<file path="src/rtl/uart_rx_frame_if.sv">
// uart_rx_frame_if: tick, serial line and received-word signals of uart_rx_frame
interface uart_rx_frame_if #(parameter int DATA_BITS = 8);
    logic                 s_tick;
    logic                 rx;
    logic [DATA_BITS-1:0] rx_data;
    logic                 rx_done;
    logic                 frame_error;
    logic                 parity_error;
    logic                 rx_break;
    modport master (
        output s_tick, rx,
        input  rx_data, rx_done, frame_error, parity_error, rx_break
    );
    modport slave (
        input  s_tick, rx,
        output rx_data, rx_done, frame_error, parity_error, rx_break
    );
endinterface

</file>
<file path="src/rtl/uart_rx_frame.sv">
// uart_rx_frame: oversampling UART receiver with configurable width, parity and stop bits.
// Defining UART_RX_BREAK_DETECT_EN turns an all-zero frame into an rx_break pulse.
module uart_rx_frame #(
    parameter int DATA_BITS  = 8,
    parameter int OVERSAMPLE = 16,
    parameter int PARITY     = 0,
    parameter int STOP_BITS  = 1
) (
    input  logic             clk,
    input  logic             reset,
    uart_rx_frame_if.slave   bus
);
    localparam int TW = $clog2(OVERSAMPLE);
    localparam logic [TW-1:0] HALF_M1 = TW'(OVERSAMPLE / 2 - 1);
    localparam logic [TW-1:0] FULL_M1 = TW'(OVERSAMPLE - 1);
`ifdef UART_RX_BREAK_DETECT_EN
    typedef enum logic [2:0] {IDLE, START, DATA, PAR, STOP, BRK_WAIT} state_t;
`else
    typedef enum logic [2:0] {IDLE, START, DATA, PAR, STOP} state_t;
`endif
    state_t               state_q, state_d;
    logic [TW-1:0]        tcnt_q, tcnt_d;
    logic [3:0]           bcnt_q, bcnt_d;
    logic [DATA_BITS-1:0] sh_q, sh_d;
    logic [DATA_BITS-1:0] data_q, data_d;
    logic                 zero_q, zero_d;
    logic                 pacc_q, pacc_d;
    logic                 facc_q, facc_d;
    logic                 done_q, done_d;
    logic                 fe_q, fe_d;
    logic                 pe_q, pe_d;
    logic                 brk_q, brk_d;
    logic                 rx, tick, mid;
    assign rx   = bus.rx;
    assign tick = bus.s_tick;
    assign mid  = (tcnt_q == FULL_M1);
    always_ff @(posedge clk) begin
        if (reset) begin
            state_q <= IDLE;
            tcnt_q  <= '0;
            bcnt_q  <= '0;
            sh_q    <= '0;
            data_q  <= '0;
            zero_q  <= 1'b0;
            pacc_q  <= 1'b0;
            facc_q  <= 1'b0;
            done_q  <= 1'b0;
            fe_q    <= 1'b0;
            pe_q    <= 1'b0;
            brk_q   <= 1'b0;
        end else begin
            state_q <= state_d;
            tcnt_q  <= tcnt_d;
            bcnt_q  <= bcnt_d;
            sh_q    <= sh_d;
            data_q  <= data_d;
            zero_q  <= zero_d;
            pacc_q  <= pacc_d;
            facc_q  <= facc_d;
            done_q  <= done_d;
            fe_q    <= fe_d;
            pe_q    <= pe_d;
            brk_q   <= brk_d;
        end
    end
    // zero_q tracks whether every sample of the current frame has been 0 (break pattern)
    always_comb begin
        state_d = state_q;
        tcnt_d  = tcnt_q;
        bcnt_d  = bcnt_q;
        sh_d    = sh_q;
        data_d  = data_q;
        zero_d  = zero_q;
        pacc_d  = pacc_q;
        facc_d  = facc_q;
        done_d  = 1'b0;
        fe_d    = 1'b0;
        pe_d    = 1'b0;
        brk_d   = 1'b0;
        if (tick) begin
            case (state_q)
                IDLE: begin
                    if (!rx) begin
                        state_d = START;
                        tcnt_d  = '0;
                    end
                end
                START: begin
                    if (tcnt_q == HALF_M1) begin
                        state_d = rx ? IDLE : DATA;
                        tcnt_d  = '0;
                        bcnt_d  = '0;
                        zero_d  = 1'b1;
                        pacc_d  = 1'b0;
                        facc_d  = 1'b0;
                    end else
                        tcnt_d = tcnt_q + 1'b1;
                end
                DATA: begin
                    tcnt_d = mid ? '0 : tcnt_q + 1'b1;
                    if (mid) begin
                        sh_d   = {rx, sh_q[DATA_BITS-1:1]};
                        zero_d = zero_q & ~rx;
                        bcnt_d = (bcnt_q == 4'(DATA_BITS - 1)) ? '0 : bcnt_q + 1'b1;
                        if (bcnt_q == 4'(DATA_BITS - 1))
                            state_d = (PARITY != 0) ? PAR : STOP;
                    end
                end
                PAR: begin
                    tcnt_d = mid ? '0 : tcnt_q + 1'b1;
                    if (mid) begin
                        zero_d  = zero_q & ~rx;
                        pacc_d  = (^sh_q) ^ rx ^ (PARITY == 2);
                        bcnt_d  = '0;
                        state_d = STOP;
                    end
                end
                STOP: begin
                    tcnt_d = mid ? '0 : tcnt_q + 1'b1;
                    if (mid) begin
                        facc_d = facc_q | ~rx;
                        zero_d = zero_q & ~rx;
                        bcnt_d = bcnt_q + 1'b1;
                        if (bcnt_q == 4'(STOP_BITS - 1)) begin
                            state_d = IDLE;
`ifdef UART_RX_BREAK_DETECT_EN
                            if (zero_q && !rx) begin
                                brk_d   = 1'b1;
                                state_d = BRK_WAIT;
                            end else begin
                                done_d = 1'b1;
                                data_d = sh_q;
                                fe_d   = facc_q | ~rx;
                                pe_d   = pacc_q;
                            end
`else
                            done_d = 1'b1;
                            data_d = sh_q;
                            fe_d   = facc_q | ~rx;
                            pe_d   = pacc_q;
`endif
                        end
                    end
                end
`ifdef UART_RX_BREAK_DETECT_EN
                BRK_WAIT: state_d = rx ? IDLE : BRK_WAIT;
`endif
                default: state_d = IDLE;
            endcase
        end
    end
    assign bus.rx_data      = data_q;
    assign bus.rx_done      = done_q;
    assign bus.frame_error  = fe_q;
    assign bus.parity_error = pe_q;
`ifdef UART_RX_BREAK_DETECT_EN
    assign bus.rx_break     = brk_q;
`else
    assign bus.rx_break     = 1'b0 & brk_q;
`endif
endmodule

</file>
<file path="src/flat_wrapper.sv">
// flat-port wrapper written by rule: the top's interface ports become plain ports
module uart_rx_frame_flat 
#(
    parameter int DATA_BITS  = 8,
    parameter int OVERSAMPLE = 16,
    parameter int PARITY     = 0,
    parameter int STOP_BITS  = 1
)
  (clk, reset, bus_s_tick, bus_rx, bus_rx_data, bus_rx_done, bus_frame_error, bus_parity_error, bus_rx_break);
  uart_rx_frame_if #(.DATA_BITS(DATA_BITS)) bus_i ();
  input  logic clk;
  input  logic reset;
  input wire logic [$bits(bus_i.s_tick)-1:0] bus_s_tick;
  input wire logic [$bits(bus_i.rx)-1:0] bus_rx;
  output wire logic [$bits(bus_i.rx_data)-1:0] bus_rx_data;
  output wire logic [$bits(bus_i.rx_done)-1:0] bus_rx_done;
  output wire logic [$bits(bus_i.frame_error)-1:0] bus_frame_error;
  output wire logic [$bits(bus_i.parity_error)-1:0] bus_parity_error;
  output wire logic [$bits(bus_i.rx_break)-1:0] bus_rx_break;
  assign bus_i.s_tick = bus_s_tick;
  assign bus_i.rx = bus_rx;
  assign bus_rx_data = bus_i.rx_data;
  assign bus_rx_done = bus_i.rx_done;
  assign bus_frame_error = bus_i.frame_error;
  assign bus_parity_error = bus_i.parity_error;
  assign bus_rx_break = bus_i.rx_break;
  uart_rx_frame #(.DATA_BITS(DATA_BITS), .OVERSAMPLE(OVERSAMPLE), .PARITY(PARITY), .STOP_BITS(STOP_BITS)) u_core (.clk(clk), .reset(reset), .bus(bus_i));
endmodule
</file>
<file path="config.mk">
export PLATFORM = sky130hd
export DESIGN_NAME = uart_rx_frame_flat
export DESIGN_NICKNAME = d
export VERILOG_FILES = /design/src/rtl/uart_rx_frame_if.sv /design/src/rtl/uart_rx_frame.sv /design/src/flat_wrapper.sv
export SDC_FILE = /design/constraint.sdc
export NUM_CORES = 1
export LEC_CHECK = 0
export BUFFER_PORTS_ARGS = -buffer_cell sky130_fd_sc_hd__buf_4
export CORE_MARGIN = 10
export CORE_UTILIZATION = 57
export DETAILED_ROUTE_END_ITERATION = 8
export PLACE_DENSITY = 0.77
export SYNTH_ARGS = -nofsm -noshare
export SYNTH_HDL_FRONTEND = slang
export SYNTH_SLANG_ARGS = --single-unit
</file>
<file path="constraint.sdc">
create_clock -name clk -period 1.9 [get_ports clk]
set_input_delay 0.095 -clock clk [delete_from_list [all_inputs] [get_ports clk]]
set_output_delay 0.095 -clock clk [all_outputs]
set_load 0.02 [all_outputs]
</file>
==> results of run 1 <==
[path summary, 6_finish.rpt]
check / cells past startpoint / endpoint / slack (ps) / start
setup / recovery: 7 / u_core.bus.rx_data[4] / 80 / u_core.tcnt_q[0]
hold / removal: 2 / u_core.bus.frame_error / 20 / bus_rx
setup reg to reg: 7 / u_core.bus.rx_data[4] / 80 / u_core.tcnt_q[0]
hold reg to reg: 2 / u_core.bus.frame_error / 460 / u_core.facc_q
[per-layer routing]
layer	up-vias	wire [um]	global-route usage
li1	651	-	-
met1	614	1480	0.145
met2	26	1620	0.211
met3	8	164	0.0463
met4	0	65	0.0654
met5	-	0	0
[critical path, stage by stage, from the launching register on]
cell and delay (ps):
dfxtp_2 360, ha_2 190, and3_4 230, nand4_2 150
nor4b_4 340, buf_6 190, mux2i_1 190, nor2_1 60
[logic make-up after synthesis]
kind of cell	Yosys count	share of synthesized area
AO/OA/AOI/OAI	23	0.0966
XOR/XNOR	9	0.0491
adder cells (fa/ha/maj)	3	0.0234
buffers and inverters	14	0.0452
flip-flops	32	0.399
multiplexers	19	0.118
other	1	0.00234
AND/OR/NAND/NOR	75	0.266
[flip-flops by register name, indices dropped and copies added (netlist names)]
register / flops
u_core.bus.frame_error: 1
u_core.tcnt_q: 4
u_core.facc_q: 1
u_core.pacc_q: 1
u_core.bus.rx_done: 1
u_core.state_q: 3
u_core.sh_q: 8
u_core.bcnt_q: 4
u_core.bus.rx_data: 8
u_core.bus.parity_error: 1
[metrics by stage]
stage	utilization	setup slack (ps)
after global routing	0.672	-14.5
final	0.672	78.8
after global placement	0.635	147
after CTS	0.664	3.89
after detailed placement	0.635	22.1
after floorplan	-	206
[Yosys cell counts, types with 2 or more instances]
master / count
a21oi_1: 11
buf_2: 4
buf_4: 2
clkbuf_1: 3
dfxtp_1: 32
ha_1: 3
inv_1: 4
mux2i_1: 19
nand2_1: 7
nand2b_1: 3
nand3_1: 10
nand4_1: 2
nand4b_1: 2
nor2_1: 28
nor2b_1: 2
nor3_1: 4
o31ai_1: 2
or3_1: 3
xnor2_1: 8
[layout make-up]
cell class | instances | area [um^2]
tap | 31 | 38.8
multi-input combinational | 130 | 908
sequential | 32 | 646
timing repair buffer | 21 | 165
clock buffer | 7 | 65.1
fill | 219 | 896
inverter | 4 | 15.0
[power by group]
part           switching [W]  internal [W]  total [W]
Sequential         0.0000107      0.000674   0.000685
Combinational      0.0000629     0.0000376   0.000101
Clock               0.000211      0.000209   0.000421
[what timing repair did]
action / CTS / global route
endpoints found under the hold margin: 0 / 0
setup buffers: 0 / 0
gates cloned: 1 / 0
resized for setup: 3 / 10
setup endpoints to repair: 2 / 14
pin swaps: 0 / 1
==> summary.txt, run 1 <==
Status
  • Status: finished clean

Yosys
  • Warnings, synthesis: 0
  • Synth Area per Inst: 9.12 um^2
  • Ys async rst share: 0
  • Post-Syn Area: about 1600 um^2
  • Top post-synthesis cells by area: dfxtp_1 40%, mux2i_1 12%, nor2_1 6.5%
  • EDFF count, synth: 0
  • Yosys cell types: 46
  • Post-synth top area cell: dfxtp_1
  • Mapped Nets: 183
  • Cell count after synthesis: 176
  • Main flop type after synthesis: dfxtp_1
  • Top cell type's share of synthesized area: 0.399
  • Register bit count reported by yosys: 32
  • Seq/Total Area, Yosys: 0.399

Floorplan
  • Core Region: 2730 um^2
  • Site Rows: 19
  • Die ar.: 5340 um^2
  • Die X-Extent: approximately 73 um
  • Initial core utilization: 0.587
  • Die Height: 73.1 um
  • I/O pin cnt: 16

Routing
  • Vias per cell: 5.77
  • DRT Pass-1 Iters: 5
  • Total number of vias: 1299
  • Drt total wl: 3320 um
  • Post-DRT Antenna Nets: 0
  • DRC: 0
  • Detailed-route wire length per cell: around 15 um
  • Iteration-0 DRC Markers: 101

Power
  • Total Power: around 0.0012 W
  • Lkg Pwr: 0.750 nW
  • Power Dens Cells: 656 nW/um^2
  • Peak supply drop: about 0.00062 V

Placement
  • Hpwl dp: 2330 um
  • I/O Buffers: 14
  • Post-place instance area: 1740 um^2
  • Cell count after placement: 217
  • GPL Wtd Cong: 0.829

Timing
  • Hold Vio Cnt, Final: 0
  • Tcrit/Tclk final: 0.959
  • Max Clk Rate: 0.549 GHz
  • Setup tns final: 0 ps
  • Final setup viols: 0
  • Final Critical Period: ~1800 ps
  • Final Max Tran Viols: 0
  • Worst hold margin: ~18 ps
  • Fin Clk Skew: 8.83 ps

Critical path
  • WS Path Type: flip-flop to flip-flop
  • Setup crit start kind: flip-flop
  • Worst EP required: 2110 ps
  • Critical path arrival: between 2000 and 2500 ps
  • Crit path max fanout: 5
  • Crit path capture type: flip-flop

Clocking
  • Clock Root Buffer: clkbuf_4
  • CTS sink cnt: 32
  • # H-tree levels: 2
  • CTS buffer count: 5
  • Clock Tree Buf Depth: 2
  • CTS Hold Bufs: 0
  • CTS tree: done
  • Worst-path clk slew: 90 ps
  • Clock latency on the worst-skew pair: 330 ps

GRT
  • GRT Total Usage: 0.130
  • Pin count of the biggest net entering global routing: 31
  • Vias in the first global route: around 1300
  • Antenna violations before repair: 0
  • Global-route wire length before repair: 5600 um
  • Total congestion overflow: 0

Layout
  • Final #Nets: 201
  • Fin cells: 225
  • Ant diodes: 0
  • Share of cells above drive strength 1: 0.232
  • Layout overhead on the synthesized area: 14.5%
  • Design Area, Final: about 1800 um^2
  • Most frequent cells in the layout: 28 x nor2_1, 28 x dfxtp_1, 19 x mux2i_1, 19 x buf_4, 11 x a21oi_1

Run
  • Max-cap violation count: 0

Worst hold path
  • Path category of the worst min-delay check: input pin to flip-flop
Note: power is estimated with default switching activity, not from simulation.
==> run 2: changes to the inputs <==
CORE_MARGIN = 2   (was 10)
CORE_UTILIZATION = 60   (was 57)
CTS_BUF_LIST = sky130_fd_sc_hd__clkbuf_4 sky130_fd_sc_hd__clkbuf_8   (was default)
PLACE_DENSITY = 0.81   (was 0.77)
==> summary.txt, run 2 (synthesis results as in run 1) <==
Timing
  • Tcrit/Tclk final: 0.961 (was 0.959)
  • Worst hold margin: 117 ps (was 17.8 ps)
  • Final Max Tran Viols: 0 (unchanged)
  • Final Critical Period: 1830 ps (was 1820 ps)
  • Hold Vio Cnt, Final: 0 (unchanged)
  • Final setup viols: 0 (unchanged)
  • Max Clk Rate: 0.548 GHz (was 0.549 GHz)
  • Fin Clk Skew: 10.5 ps (was 8.83 ps)

Critical path
  • CP max stage delay: 360 ps (about the same)
  • Critical path's most frequent cell: buf_4
  • CP delay by family, top: simple AND/OR/NAND/NOR gates (unchanged)
  • Critical path arrival: 2040 ps (was 2030 ps)
  • Reg2Reg Setup Slack: 70 ps (was 80 ps)
  • Crit path capture type: flip-flop (unchanged)
  • WS Path Type: flip-flop to flip-flop (unchanged)
  • Worst EP required: 2120 ps (was 2110 ps)
  • Worst path cell trace: ha_2, buf_4, and3b_2, o31ai_4, nor4_4, buf_4, mux2i_1, nor2_1 (was ha_2, and3_4, nand4_2, nor4b_4, buf_6, mux2i_1, nor2_1)
  • Crit path max fanout: 4 (was 5)
  • CP max stage cell: dfxtp_2 (unchanged)
  • Critical path buffers and inverters: 2 (was 1)
  • Setup crit start kind: flip-flop (unchanged)

Power
  • Lkg Pwr: 0.749 nW (was 0.750 nW)
  • Power Dens Cells: 661 nW/um^2 (was 656 nW/um^2)
  • Total Power: 0.00123 W (was 0.00121 W)
  • Peak supply drop: 0.000656 V (was 0.000619 V)

Layout
  • Final #Nets: 203 (was 201)
  • Area of the multi-input gates: 918 um^2 (was 908 um^2)
  • Most frequent cells in the layout: 28 x nor2_1, 28 x dfxtp_1, 22 x buf_4, 18 x mux2i_1, 11 x a21oi_1 (was 28 x nor2_1, 28 x dfxtp_1, 19 x mux2i_1, 19 x buf_4, 11 x a21oi_1)
  • Design Area, Final: 1860 um^2 (was 1840 um^2)
  • Ant diodes: 0 (unchanged)
  • Share of cells above drive strength 1: 0.254 (was 0.232)
  • Utilization after layout: 0.743 (was 0.672)
  • Layout filler cell count: 187 (was 219)
  • Layout overhead on the synthesized area: 15.7% (was 14.5%)
  • Register area: 646 um^2 (unchanged)

Routing
  • Drt total wl: 3450 um (was 3320 um)
  • Detailed-route wire length per cell: 15.2 um (was 14.8 um)
  • Iteration-0 DRC Markers: 48 (was 101)
  • Post-DRT Antenna Nets: 0 (unchanged)
  • Vias per cell: 5.84 (was 5.77)
  • Total number of vias: 1326 (was 1299)
  • DRT Pass-1 Iters: 4 (was 5)
  • DRC: 0 (unchanged)

Clocking
  • # H-tree levels: 2 (unchanged)
  • Worst-path clk slew: 100 ps (was 90 ps)
  • CTS buffer count: 5 (unchanged)
  • CTS sink cnt: 32 (unchanged)
  • Clock Tree Buf Depth: 2 (unchanged)
  • Clock latency on the worst-skew pair: 340 ps (was 330 ps)
  • Clock Root Buffer: clkbuf_4 (unchanged)
  • CTS tree: done (unchanged)

Placement
  • GPL Wtd Cong: 0.894 (was 0.829)
  • Post-place instance area: 1730 um^2 (was 1740 um^2)
  • I/O Buffers: 14 (unchanged)
  • Hpwl dp: 2240 um (was 2330 um)

Run
  • Max-cap violation count: 0 (unchanged)

GRT
  • Pin count of the biggest net entering global routing: 31 (unchanged)
  • Total congestion overflow: 0 (unchanged)
  • Global-route wire length before repair: 5340 um (was 5600 um)
  • Antenna violations before repair: 0 (unchanged)
  • Vias in the first global route: 1121 (was 1298)
  • GRT Total Usage: 0.223 (was 0.130)

Status
  • Status: finished clean (unchanged)

Floorplan
  • I/O pin cnt: 16 (unchanged)
  • Die X-Extent: 55.7 um (was 73.1 um)
  • Die Height: 55.7 um (was 73.1 um)
  • Initial core utilization: 0.642 (was 0.587)
  • Core Region: 2500 um^2 (was 2730 um^2)
  • Site Rows: 18 (was 19)
  • Die ar.: 3110 um^2 (was 5340 um^2)

Worst hold path
  • Path category of the worst min-delay check: input pin to flip-flop (unchanged)
run 2: timing repair:
item                                    CTS  global route
buffers inserted                          0             3
hold buffers                              1             0
endpoints found under the hold margin     1             0
endpoints found under the setup margin    0            14
gates resized for setup                   0            10
run 2: worst paths after layout:
path / startpoint / end / cells after the start
worst max-delay path: u_core.tcnt_q[1] / u_core.state_q[1] / 8
worst min register to register: u_core.facc_q / u_core.bus.frame_error / 2
worst max register to register: u_core.tcnt_q[1] / u_core.state_q[1] / 8
worst min-delay path: reset / u_core.tcnt_q[1] / 2
run 2: cell type report:
type	count	share of cell area
multi-input combinational	130	0.494
sequential	32	0.347
timing repair buffer	23	0.0943
clock buffer	7	0.0316
tap	30	0.0202
inverter	4	0.00808
clock inverter	1	0.00404
run 2: power by group:
part           internal (W)  total (W)  switching, W
registers          0.000674   0.000686     0.0000115
clock network      0.000195   0.000428      0.000232
logic             0.0000446   0.000115     0.0000706
total              0.000914    0.00123      0.000314
run 2: per-stage QoR:
step / setup TNS [ps] / cells / worst slack (ps)
6_report: 0 / 227 / 74.0
5_1_grt: -47.5 / 227 / -27.8
4_1_cts: 0 / 224 / 22.3
3_5_place_dp: 0 / 215 / 77.1
3_3_place_gp: 0 / 215 / 137
2_1_floorplan: 0 / 176 / 206
run 2: metal layers:
| layer | vias to the layer above | GRT usage | wire [um] |
|---|---|---|---|
| met4 | 0 | 0.115 | 76 |
| met1 | 617 | 0.299 | 1570 |
| li1 | 658 | - | - |
| met2 | 43 | 0.325 | 1590 |
| met3 | 8 | 0.0651 | 213 |
| met5 | - | 0 | 0 |
==> run 3: changes to the inputs <==
CORE_MARGIN = 1   (was 2)
PLACE_DENSITY = 0.8   (was 0.81)
TNS_END_PERCENT = 1   (was default)
==> summary.txt, run 3 (synthesis results as in run 1) <==
Timing
  • Final Critical Period: 1850 ps (was 1830 ps)
  • Fin Clk Skew: 6.58 ps (was 10.5 ps)
  • Setup tns final: 0 ps (unchanged)
  • Max Clk Rate: 0.542 GHz (was 0.548 GHz)
  • Final Max Tran Viols: 0 (unchanged)
  • Tcrit/Tclk final: 0.972 (was 0.961)
  • Final setup viols: 0 (unchanged)
  • RSZ-0062 raised after global routing: no
  • Hold Vio Cnt, Final: 0 (unchanged)
  • Worst hold margin: 16.5 ps (was 117 ps)

Clocking
  • Total setup buffers inserted after CTS: 0 (unchanged)
  • Clock Root Buffer: clkbuf_4 (unchanged)
  • CTS buffer count: 5 (unchanged)
  • Worst-path clk slew: 100 ps (about the same)
  • CTS sink cnt: 32 (unchanged)
  • CTS tree: done (unchanged)
  • Clock latency on the worst-skew pair: 330 ps (was 340 ps)
  • # H-tree levels: 2 (unchanged)
  • CTS Hold Bufs: 0 (was 1)
  • Post-CTS Resized: 0 (unchanged)
  • Clock Tree Buf Depth: 2 (unchanged)

Layout
  • Most frequent cells in the layout: 29 x dfxtp_1, 28 x nor2_1, 21 x buf_4, 19 x mux2i_1, 11 x a21oi_1 (was 28 x nor2_1, 28 x dfxtp_1, 22 x buf_4, 18 x mux2i_1, 11 x a21oi_1)
  • Most common cell after layout, fill and taps aside: dfxtp_1
  • Ant diodes: 0 (unchanged)
  • Share of cells above drive strength 1: 0.224 (was 0.254)
  • Layout overhead on the synthesized area: 15.0% (was 15.7%)
  • Final #Nets: 202 (was 203)

GRT
  • Vias in the first global route: 1078 (was 1121)
  • Total congestion overflow: 0 (unchanged)
  • Global-route wire length before repair: 5000 um (was 5340 um)
  • Antenna violations before repair: 0 (unchanged)
  • Pin count of the biggest net entering global routing: 31 (unchanged)
  • GRT Total Usage: 0.243 (was 0.223)

Floorplan
  • Die ar.: 2890 um^2 (was 3110 um^2)
  • Site Rows: 18 (unchanged)
  • Die Height: 53.7 um (was 55.7 um)
  • Initial core utilization: 0.642 (unchanged)
  • Core Region: 2500 um^2 (unchanged)
  • Die X-Extent: 53.7 um (was 55.7 um)
  • I/O pin cnt: 16 (unchanged)

Routing
  • Metal-1 WL: 1560 um (was 1570 um)
  • Vias per cell: 5.81 (was 5.84)
  • Total number of vias: 1312 (was 1326)
  • DRC: 0 (unchanged)
  • Top layer in use: met4 (unchanged)
  • Post-DRT Antenna Nets: 0 (unchanged)
  • Met2 Wirelength: 1510 um (was 1590 um)
  • Detailed-route wire length per cell: 14.5 um (was 15.2 um)
  • DRT Pass-1 Iters: 4 (unchanged)
  • Met3 wire length: 142 um (was 213 um)
  • Drt total wl: 3270 um (was 3450 um)
  • Iteration-0 DRC Markers: 31 (was 48)

Placement
  • Hpwl dp: 2270 um (was 2240 um)
  • I/O Buffers: 14 (unchanged)
  • GPL Wtd Cong: 0.899 (was 0.894)

Critical path
  • Critical path arrival: 2060 ps (was 2040 ps)
  • Crit path max fanout: 5 (was 4)
  • Worst EP required: 2120 ps (about the same)
  • Setup crit start kind: flip-flop (unchanged)
  • WS Path Type: flip-flop to flip-flop (unchanged)
  • Crit path capture type: flip-flop (unchanged)

Worst hold path
  • Path category of the worst min-delay check: input pin to flip-flop (unchanged)

Run
  • Max-cap violation count: 0 (unchanged)

Status
  • Status: finished clean (unchanged)

Power
  • Total Power: 0.00130 W (was 0.00123 W)
  • Peak supply drop: 0.000688 V (was 0.000656 V)
  • Lkg Pwr: 0.765 nW (was 0.749 nW)
  • Power Dens Cells: 706 nW/um^2 (was 661 nW/um^2)
## run 3: cell type report
cell class	count	area, um^2
multi-input cells	130	901
fillers	197	653
flip-flops and latches	32	644
repair buffers	22	169
clock buffers	6	45.0
well taps	30	37.5
clock inverters	2	35.0
inverters	4	15.0
## run 3: path summary, 6_finish.rpt
check	from	to	slack, ps	depth (start not counted)
min reg2reg	u_core.pacc_q	u_core.bus.parity_error	490	1
max reg2reg	u_core.tcnt_q[1]	u_core.bus.rx_data[6]	50	7
max	u_core.tcnt_q[1]	u_core.bus.rx_data[6]	50	7
min	bus_rx	u_core.bus.frame_error	20	2
## run 3: through the flow
| stage | area, um^2 | instances | util | worst slack (ps) |
|---|---|---|---|---|
| CTS | 1820 | 225 | 0.729 | 4.38 |
| finish | 1850 | 226 | 0.739 | 53.8 |
| floorplan | 1610 | 176 | - | 206 |
| global placement | 1740 | 217 | 0.697 | 151 |
| detailed placement | 1740 | 217 | 0.697 | 63.7 |
| global route | 1850 | 226 | 0.739 | 1.49 |
## run 3: worst max-delay path: stages (launching register included)
cell and delay [ps]:
dfxtp_1 380, ha_1 200, and3_4 230, nand4_2 140, nor4b_4 300, buf_4 210, mux2i_1 190, nor2_1 70
## run 3: per-layer routing
metal  up-vias  GRT usage
met4         0      0.105
met1       615      0.334
met3         9     0.0650
met5         -          0
met2        32      0.352
li1        656          -
## run 3: where the power goes
part           switching, W  internal [W]
clock network      0.000229      0.000290
logic             0.0000626     0.0000376
registers         0.0000106      0.000674
